File: src/rtl/fifo_frame_read_pkg.sv
// Shared definitions for the command-frame FIFO reader: FSM state
// encoding, error-bit positions and the frame length helper.
package fifo_rd_pkg;

  localparam int NUM_W = 12;

  typedef enum logic [2:0] {
    S_IDLE = 3'd0,
    S_WAIT = 3'd1,
    S_READ = 3'd2,
    S_CHEK = 3'd3,
    S_DONE = 3'd4
  } state_t;

  localparam int ERR_HEAD = 0;
  localparam int ERR_LEN  = 1;
  localparam int ERR_CHK  = 2;
  localparam int ERR_TOUT = 3;

  // Expected frame length: header byte + payload + optional checksum byte.
  function automatic logic [NUM_W-1:0] exp_len(input int nreg, input int chk_en);
    return NUM_W'(1 + nreg + ((chk_en != 0) ? 1 : 0));
  endfunction

endpackage

File: src/rtl/fifo_frame_read_chk.sv
// Running XOR over the payload bytes of a frame, compared against the
// checksum byte when its index comes past. Cleared between frames.
module frame_chk
  import fifo_rd_pkg::*;
#(
  parameter int NREG = 12
) (
  input  logic             i_clk,
  input  logic             i_rst,
  input  logic             i_clr,
  input  logic             i_en,
  input  logic [7:0]       i_din,
  input  logic [NUM_W-1:0] i_idx,
  output logic             o_bad
);

  localparam logic [NUM_W-1:0] PAY_LAST = NUM_W'(NREG);
  localparam logic [NUM_W-1:0] CHK_IDX  = NUM_W'(NREG + 1);

  logic [7:0] r_xor;
  logic       r_bad;

  // Accumulate payload bytes 1..NREG; latch the compare on the checksum byte.
  always_ff @(posedge i_clk or posedge i_rst) begin
    if (i_rst) begin
      r_xor <= 8'h00;
      r_bad <= 1'b0;
    end else if (i_clr) begin
      r_xor <= 8'h00;
      r_bad <= 1'b0;
    end else if (i_en) begin
      if ((i_idx >= NUM_W'(1)) && (i_idx <= PAY_LAST))
        r_xor <= r_xor ^ i_din;
      if (i_idx == CHK_IDX)
        r_bad <= (i_din != r_xor);
    end
  end

  assign o_bad = r_bad;

endmodule

File: src/rtl/fifo_frame_read.sv
// Drains one command frame from the command FIFO, checks header, length
// and checksum, and commits the payload to the register bank when clean.
//
// state | meaning
// IDLE  | waiting for fs from the sequencer
// WAIT  | waiting until the FIFO holds the whole frame (with timeout)
// READ  | issuing fifo_num reads and capturing bytes one cycle later
// CHEK  | all bytes captured; fold in checksum result, commit if clean
// DONE  | fd high until the sequencer drops fs
module fifo_frame_read
  import fifo_rd_pkg::*;
#(
  parameter int         NREG    = 12,
  parameter logic [7:0] HEAD    = 8'h55,
  parameter int         CHK_EN  = 1,
  parameter int         CNT_W   = 10,
  parameter int         TIMEOUT = 1000000
) (
  input  logic              i_clk,
  input  logic              i_rst,
  input  logic              i_fs,
  output logic              o_fd,
  input  logic [NUM_W-1:0]  i_fifo_num,
  input  logic [CNT_W-1:0]  i_fifo_cnt,
  input  logic [7:0]        i_fifo_rxd,
  output logic              o_fifo_rxen,
  output logic [NREG*8-1:0] o_res,
  output logic              o_res_vld,
  output logic [3:0]        o_err,
  output logic [2:0]        o_so
);

  localparam int               SW    = NREG * 8;
  localparam logic [NUM_W-1:0] EXP   = exp_len(NREG, CHK_EN);
  localparam int               TMO_W = (TIMEOUT > 1) ? $clog2(TIMEOUT + 1) : 1;
  localparam int               CMP_W = (CNT_W > NUM_W) ? CNT_W : NUM_W;

  state_t           r_state;
  logic [NUM_W-1:0] r_num;
  logic [NUM_W-1:0] r_rd_cnt;
  logic [NUM_W-1:0] r_cap_idx;
  logic             r_rxen_d1;
  logic [TMO_W-1:0] r_tmo;
  logic [SW-1:0]    r_stage;
  logic             r_fd;
  logic             r_rxen;
  logic [SW-1:0]    r_res;
  logic             r_res_vld;
  logic [3:0]       r_err;

  logic             w_cnt_ok;
  logic             w_cap;
  logic             w_last;
  logic             w_chk_clr;
  logic             w_chk_bad;
  logic [3:0]       w_err_fin;

  assign w_cnt_ok  = (CMP_W'(i_fifo_cnt) >= CMP_W'(i_fifo_num));
  // FIFO data is valid the cycle after the read strobe it answers.
  assign w_cap     = r_rxen_d1;
  assign w_last    = w_cap && (r_cap_idx == (r_num - NUM_W'(1)));
  assign w_chk_clr = (r_state == S_WAIT);

  frame_chk #(
    .NREG (NREG)
  ) u_chk (
    .i_clk (i_clk),
    .i_rst (i_rst),
    .i_clr (w_chk_clr),
    .i_en  (w_cap),
    .i_din (i_fifo_rxd),
    .i_idx (r_cap_idx),
    .o_bad (w_chk_bad)
  );

  // Checksum only counts when enabled and the length was right; otherwise
  // the checksum byte position is meaningless.
  always_comb begin
    w_err_fin = r_err;
    if ((CHK_EN != 0) && !r_err[ERR_LEN] && w_chk_bad)
      w_err_fin[ERR_CHK] = 1'b1;
  end

  // Frame sequencing FSM with counters, staging shift and registered outputs.
  always_ff @(posedge i_clk or posedge i_rst) begin
    if (i_rst) begin
      r_state   <= S_IDLE;
      r_num     <= '0;
      r_rd_cnt  <= '0;
      r_cap_idx <= '0;
      r_rxen_d1 <= 1'b0;
      r_tmo     <= '0;
      r_stage   <= '0;
      r_fd      <= 1'b0;
      r_rxen    <= 1'b0;
      r_res     <= '0;
      r_res_vld <= 1'b0;
      r_err     <= 4'h0;
    end else begin
      r_res_vld <= 1'b0;
      r_rxen_d1 <= r_rxen;
      unique case (r_state)
        S_IDLE: begin
          r_fd <= 1'b0;
          if (i_fs) begin
            r_err     <= 4'h0;
            r_tmo     <= TMO_W'(TIMEOUT - 1);
            r_rd_cnt  <= '0;
            r_cap_idx <= '0;
            r_stage   <= '0;
            r_state   <= S_WAIT;
          end
        end
        S_WAIT: begin
          if (i_fifo_num == '0) begin
            r_err[ERR_LEN] <= 1'b1;
            r_fd           <= 1'b1;
            r_state        <= S_DONE;
          end else if (w_cnt_ok) begin
            // Length is frozen here; a wrong length still drains the whole
            // frame so the FIFO stays aligned on frame boundaries.
            r_num    <= i_fifo_num;
            r_err[ERR_LEN] <= (i_fifo_num != EXP);
            r_rxen   <= 1'b1;
            r_rd_cnt <= NUM_W'(1);
            r_state  <= S_READ;
          end else if (r_tmo == '0) begin
            r_err[ERR_TOUT] <= 1'b1;
            r_fd            <= 1'b1;
            r_state         <= S_DONE;
          end else begin
            r_tmo <= r_tmo - TMO_W'(1);
          end
        end
        S_READ: begin
          if (r_rxen) begin
            if (r_rd_cnt == r_num)
              r_rxen <= 1'b0;
            else
              r_rd_cnt <= r_rd_cnt + NUM_W'(1);
          end
          if (w_cap) begin
            r_cap_idx <= r_cap_idx + NUM_W'(1);
            if ((r_cap_idx == '0) && (i_fifo_rxd != HEAD))
              r_err[ERR_HEAD] <= 1'b1;
            if ((r_cap_idx >= NUM_W'(1)) && (r_cap_idx <= NUM_W'(NREG)))
              r_stage <= (r_stage << 8) | SW'(i_fifo_rxd);
          end
          if (w_last)
            r_state <= S_CHEK;
        end
        S_CHEK: begin
          r_err <= w_err_fin;
          if (w_err_fin == 4'h0) begin
            r_res     <= r_stage;
            r_res_vld <= 1'b1;
          end
          r_fd    <= 1'b1;
          r_state <= S_DONE;
        end
        S_DONE: begin
          if (!i_fs) begin
            r_fd    <= 1'b0;
            r_state <= S_IDLE;
          end
        end
        default: begin
          r_fd    <= 1'b0;
          r_rxen  <= 1'b0;
          r_state <= S_IDLE;
        end
      endcase
    end
  end

  assign o_fd        = r_fd;
  assign o_fifo_rxen = r_rxen;
  assign o_res       = r_res;
  assign o_res_vld   = r_res_vld;
  assign o_err       = r_err;
  assign o_so        = r_state;

endmodule

File: config.mk
export PLATFORM = sky130hd
export DESIGN_NAME = fifo_frame_read
export DESIGN_NICKNAME = d
export VERILOG_FILES = /design/src/rtl/fifo_frame_read_pkg.sv /design/src/rtl/fifo_frame_read_chk.sv /design/src/rtl/fifo_frame_read.sv
export SDC_FILE = /design/constraint.sdc
export NUM_CORES = 1
export LEC_CHECK = 0
export CAP_MARGIN = 10
export CORE_MARGIN = 4
export CORE_UTILIZATION = 53
export DETAILED_ROUTE_END_ITERATION = 6
export DONT_BUFFER_PORTS = 1
export GPL_TIMING_DRIVEN = 0
export PLACE_DENSITY = 0.67
export SYNTH_ARGS = -nofsm -noshare
export SYNTH_HDL_FRONTEND = slang
export SYNTH_SLANG_ARGS = --single-unit
File: constraint.sdc
create_clock -name i_clk -period 18.4 [get_ports i_clk]
set_input_delay 2.76 -clock i_clk [delete_from_list [all_inputs] [get_ports i_clk]]
set_output_delay 2.76 -clock i_clk [all_outputs]
set_load 0.01 [all_outputs]
==> reports/qor.txt <==
Final setup viols = 0
Antenna-violating nets left = 0
Slew @ Worst Pin = 911 ps
WP data required = 18,810 ps
Vias per cell = 5.55
Peak supply drop = 0.102 mV
FF-to-FF End = o_res[11]
Crit end category = register
Grt total ovfl = 0
Setup bufs post-CTS = 0
DRT iter0 DRCs = 670
Cell count after synthesis = 1,349
Top_reg_cell synth = dfrtp_1
Multi-input logic area = 4990 µm²
Initial Utilization = 54.6%
Final period util = 26.9%
Synth Area in XOR/XNOR = 3.91%
Fin Setup TNS = 0 ps
Commonest non-fill, non-tap cells in the layout = 526 x nand2_1, 268 x dfrtp_1, 105 x o21ai_0
Outcome = finished clean
FMAX = 0.202 GHz
Post-synthesis cell area = 12,100 µm²
Rows = 54
R2R depth = 8
Antenna cells = 0
DRT Pass-1 Iters = 5
Startpoint types = input port
WP data arrival = 5360 ps
Avg WL per Cell = 17.0 µm
H-tree depth = 1
Top delay family on crit path = compound AO/OA/AOI/OAI gates
CTS Buf Count = 28
Final Slew Violations = 0
Routed WL = 28,500 µm
Maxcap violations = 0
Slowest-stage cell, CP = o32ai_1
Simple logic cell fraction of the synthesized area = 25.1%
FF/Latch Area = 6710 µm²
Final hold violation count = 0
Clock transition at the registers of the reported paths = 60 ps
Critical Path Stages = 10
Clk Latency, worst-skew pair = 520 ps
Nets@finish = 1,432
Via count = 9,336
Crit path from = i_fifo_num[8]
WL met1 = 12,500 µm
Mux contribution to synthesized area = 1.59%
Largest family of logic cells by synthesized area = simple AND/OR/NAND/NOR gates
Leak Pwr = 6.39 nW
Post-synthesis adder-cell area fraction = 1.76%
Most common cell after layout, fill and taps aside = nand2_1
Worst min path class = register to register
CP Max Fanout = 10
CTS Hold Bufs = 0
Yosys reg bits = 268
Fillers = 1,940
Die area = 25,300 µm²
First-pass GRT wire length = 47,700 µm
Slowest stage delay, CP = 560 ps
Slew margin rel. = 37.7%
Area grow syn2layout = 11.3%
Register area share after synthesis = 55.5%
P per Cell Area = 113 nW/µm²
Vias in the first global route = 9,246
Routability cong. = 0.868
Initial antenna violation count = 0
Max layer used = met4
Unique cell type count in the Yosys netlist = 60
Syn Area/Cell = 8.96 µm²
Maximum buffer depth of the clock tree = 3
Routed length on met2 = 13,800 µm
Core ar. = 22,200 µm²
Post-synthesis compound-gate area fraction = 8.96%
CTS tree = done
Clock Tree Root = clkbuf_16
Worst-path cell chain = inv_1, ha_1, a21o_1, a21oi_1, o32ai_1, or3_1, clkbuf_1, clkbuf_1, nand2_1, o31a_1
Net Count, Synth = 1,399
Largest net degree at the start of global routing = 119
Reg-to-Reg Start = o_so[1]
R2R setup slack = 15,290 ps
Die width = 159 µm
I/O pin cnt = 139
WL met3 = 1720 µm
Synth warnings = 0
Share of cells above drive strength 1 = 5.63%
Cts repair resizes = 0
Input/output buffers = 0
Final min period = 4950 ps
CTS sink count = 268
Worst path bufs/invs = 3
Global Route Usage Sum = 22.3%
CP Capture Point = r_rd_cnt[3]
Residual DRC count = 0
Post-synth EDFFs = 0
Placed wire-length estimate = 20,400 µm
RSZ-0062 raised after global routing = false
Crit-path most repeated cell = clkbuf_1
Layout Utilization = 60.7%
Final Skew = 5.38 ps
CP Class = input port to register
Die Y = 159 µm
Async S/R FF share, synth = 100%
[final cells by class]
type                       count  share of cell area [%]
buffer                        76                    2.25
clock buffer                  44                    6.26
clock inverter                 6                   0.800
inverter                      23                   0.697
multi-input combinational    982                    37.1
sequential                   268                    49.8
tap                          280                    2.60
timing repair buffer           3                   0.446
[metrics by stage]
step	setup slack [ps]	hold slack (ps)	instance area, µm²	total power, mW	instances
global route	13270	502	13500	1.61	1682
global placement	5370	449	12400	0.955	1629
finish	13450	468	13500	1.53	1682
CTS	13450	475	13500	1.54	1681
floorplan	8260	439	12100	0.873	1349
detailed placement	12920	453	12500	0.960	1631
[routing by layer]
metal	GRT usage (%)	vias up
met4	5.01	0
met3	4.45	46
met1	30.0	4505
met2	37.7	251
li1	-	4534
met5	0	-
[kinds of logic (layout without fill, tap and decap cells)]
group,count (synthesis),count (layout)
compound gates,185,185
fa+ha+maj,17,17
xor+xnor,54,54
buf+inv,99,152
simple gates,708,708
flops,268,268
mux,18,18
[report_power, final]
part,internal (mW),switching [mW]
Combinational,0.0912,0.204
Sequential,0.618,0.0380
Clock,0.354,0.221
Total,1.06,0.464
[worst min-delay path, delay by kind of cell (launching register included)]
family / cells / cell delay, ps
simple gates: 2 / 100
flops: 1 / 340
[synth_stat cells (9+ instances only)]
cell / n / area share [%]
buf_2: 10 / 0.41
dfrtp_1: 268 / 55
xor2_1: 40 / 2.9
nand3_1: 27 / 1.1
nand2_1: 526 / 16
xnor2_1: 14 / 1.0
clkbuf_1: 59 / 1.8
o21ai_0: 105 / 4.3
mux2_2: 9 / 0.84
ha_1: 17 / 1.8
o31ai_1: 11 / 0.68
nor2_1: 49 / 1.5
inv_1: 22 / 0.68
a21oi_1: 22 / 0.91
nand4_1: 10 / 0.52
nor3_1: 12 / 0.50
or3_1: 9 / 0.47
or4_1: 13 / 0.81
nor4_1: 16 / 0.83
[how the worst min path moves through the flow]
stage | to | start | depth (start not counted)
global placement | o_res[95] | r_stage[95] | 2
CTS | o_res[90] | r_stage[90] | 2
global route | o_res[93] | r_stage[93] | 2
finish | o_res[90] | r_stage[90] | 2
detailed placement | o_res[90] | r_stage[90] | 2
floorplan | o_res[88] | r_stage[88] | 2
[registers in the layout, indices dropped and copies added (netlist names), 4 cells and up]
name / cells
r_stage: 96
r_cap_idx: 12
r_num: 12
o_res: 96
o_err: 4
u_chk.r_xor: 8
r_rd_cnt: 12
r_tmo: 20
(Power assumes the default switching activity.)
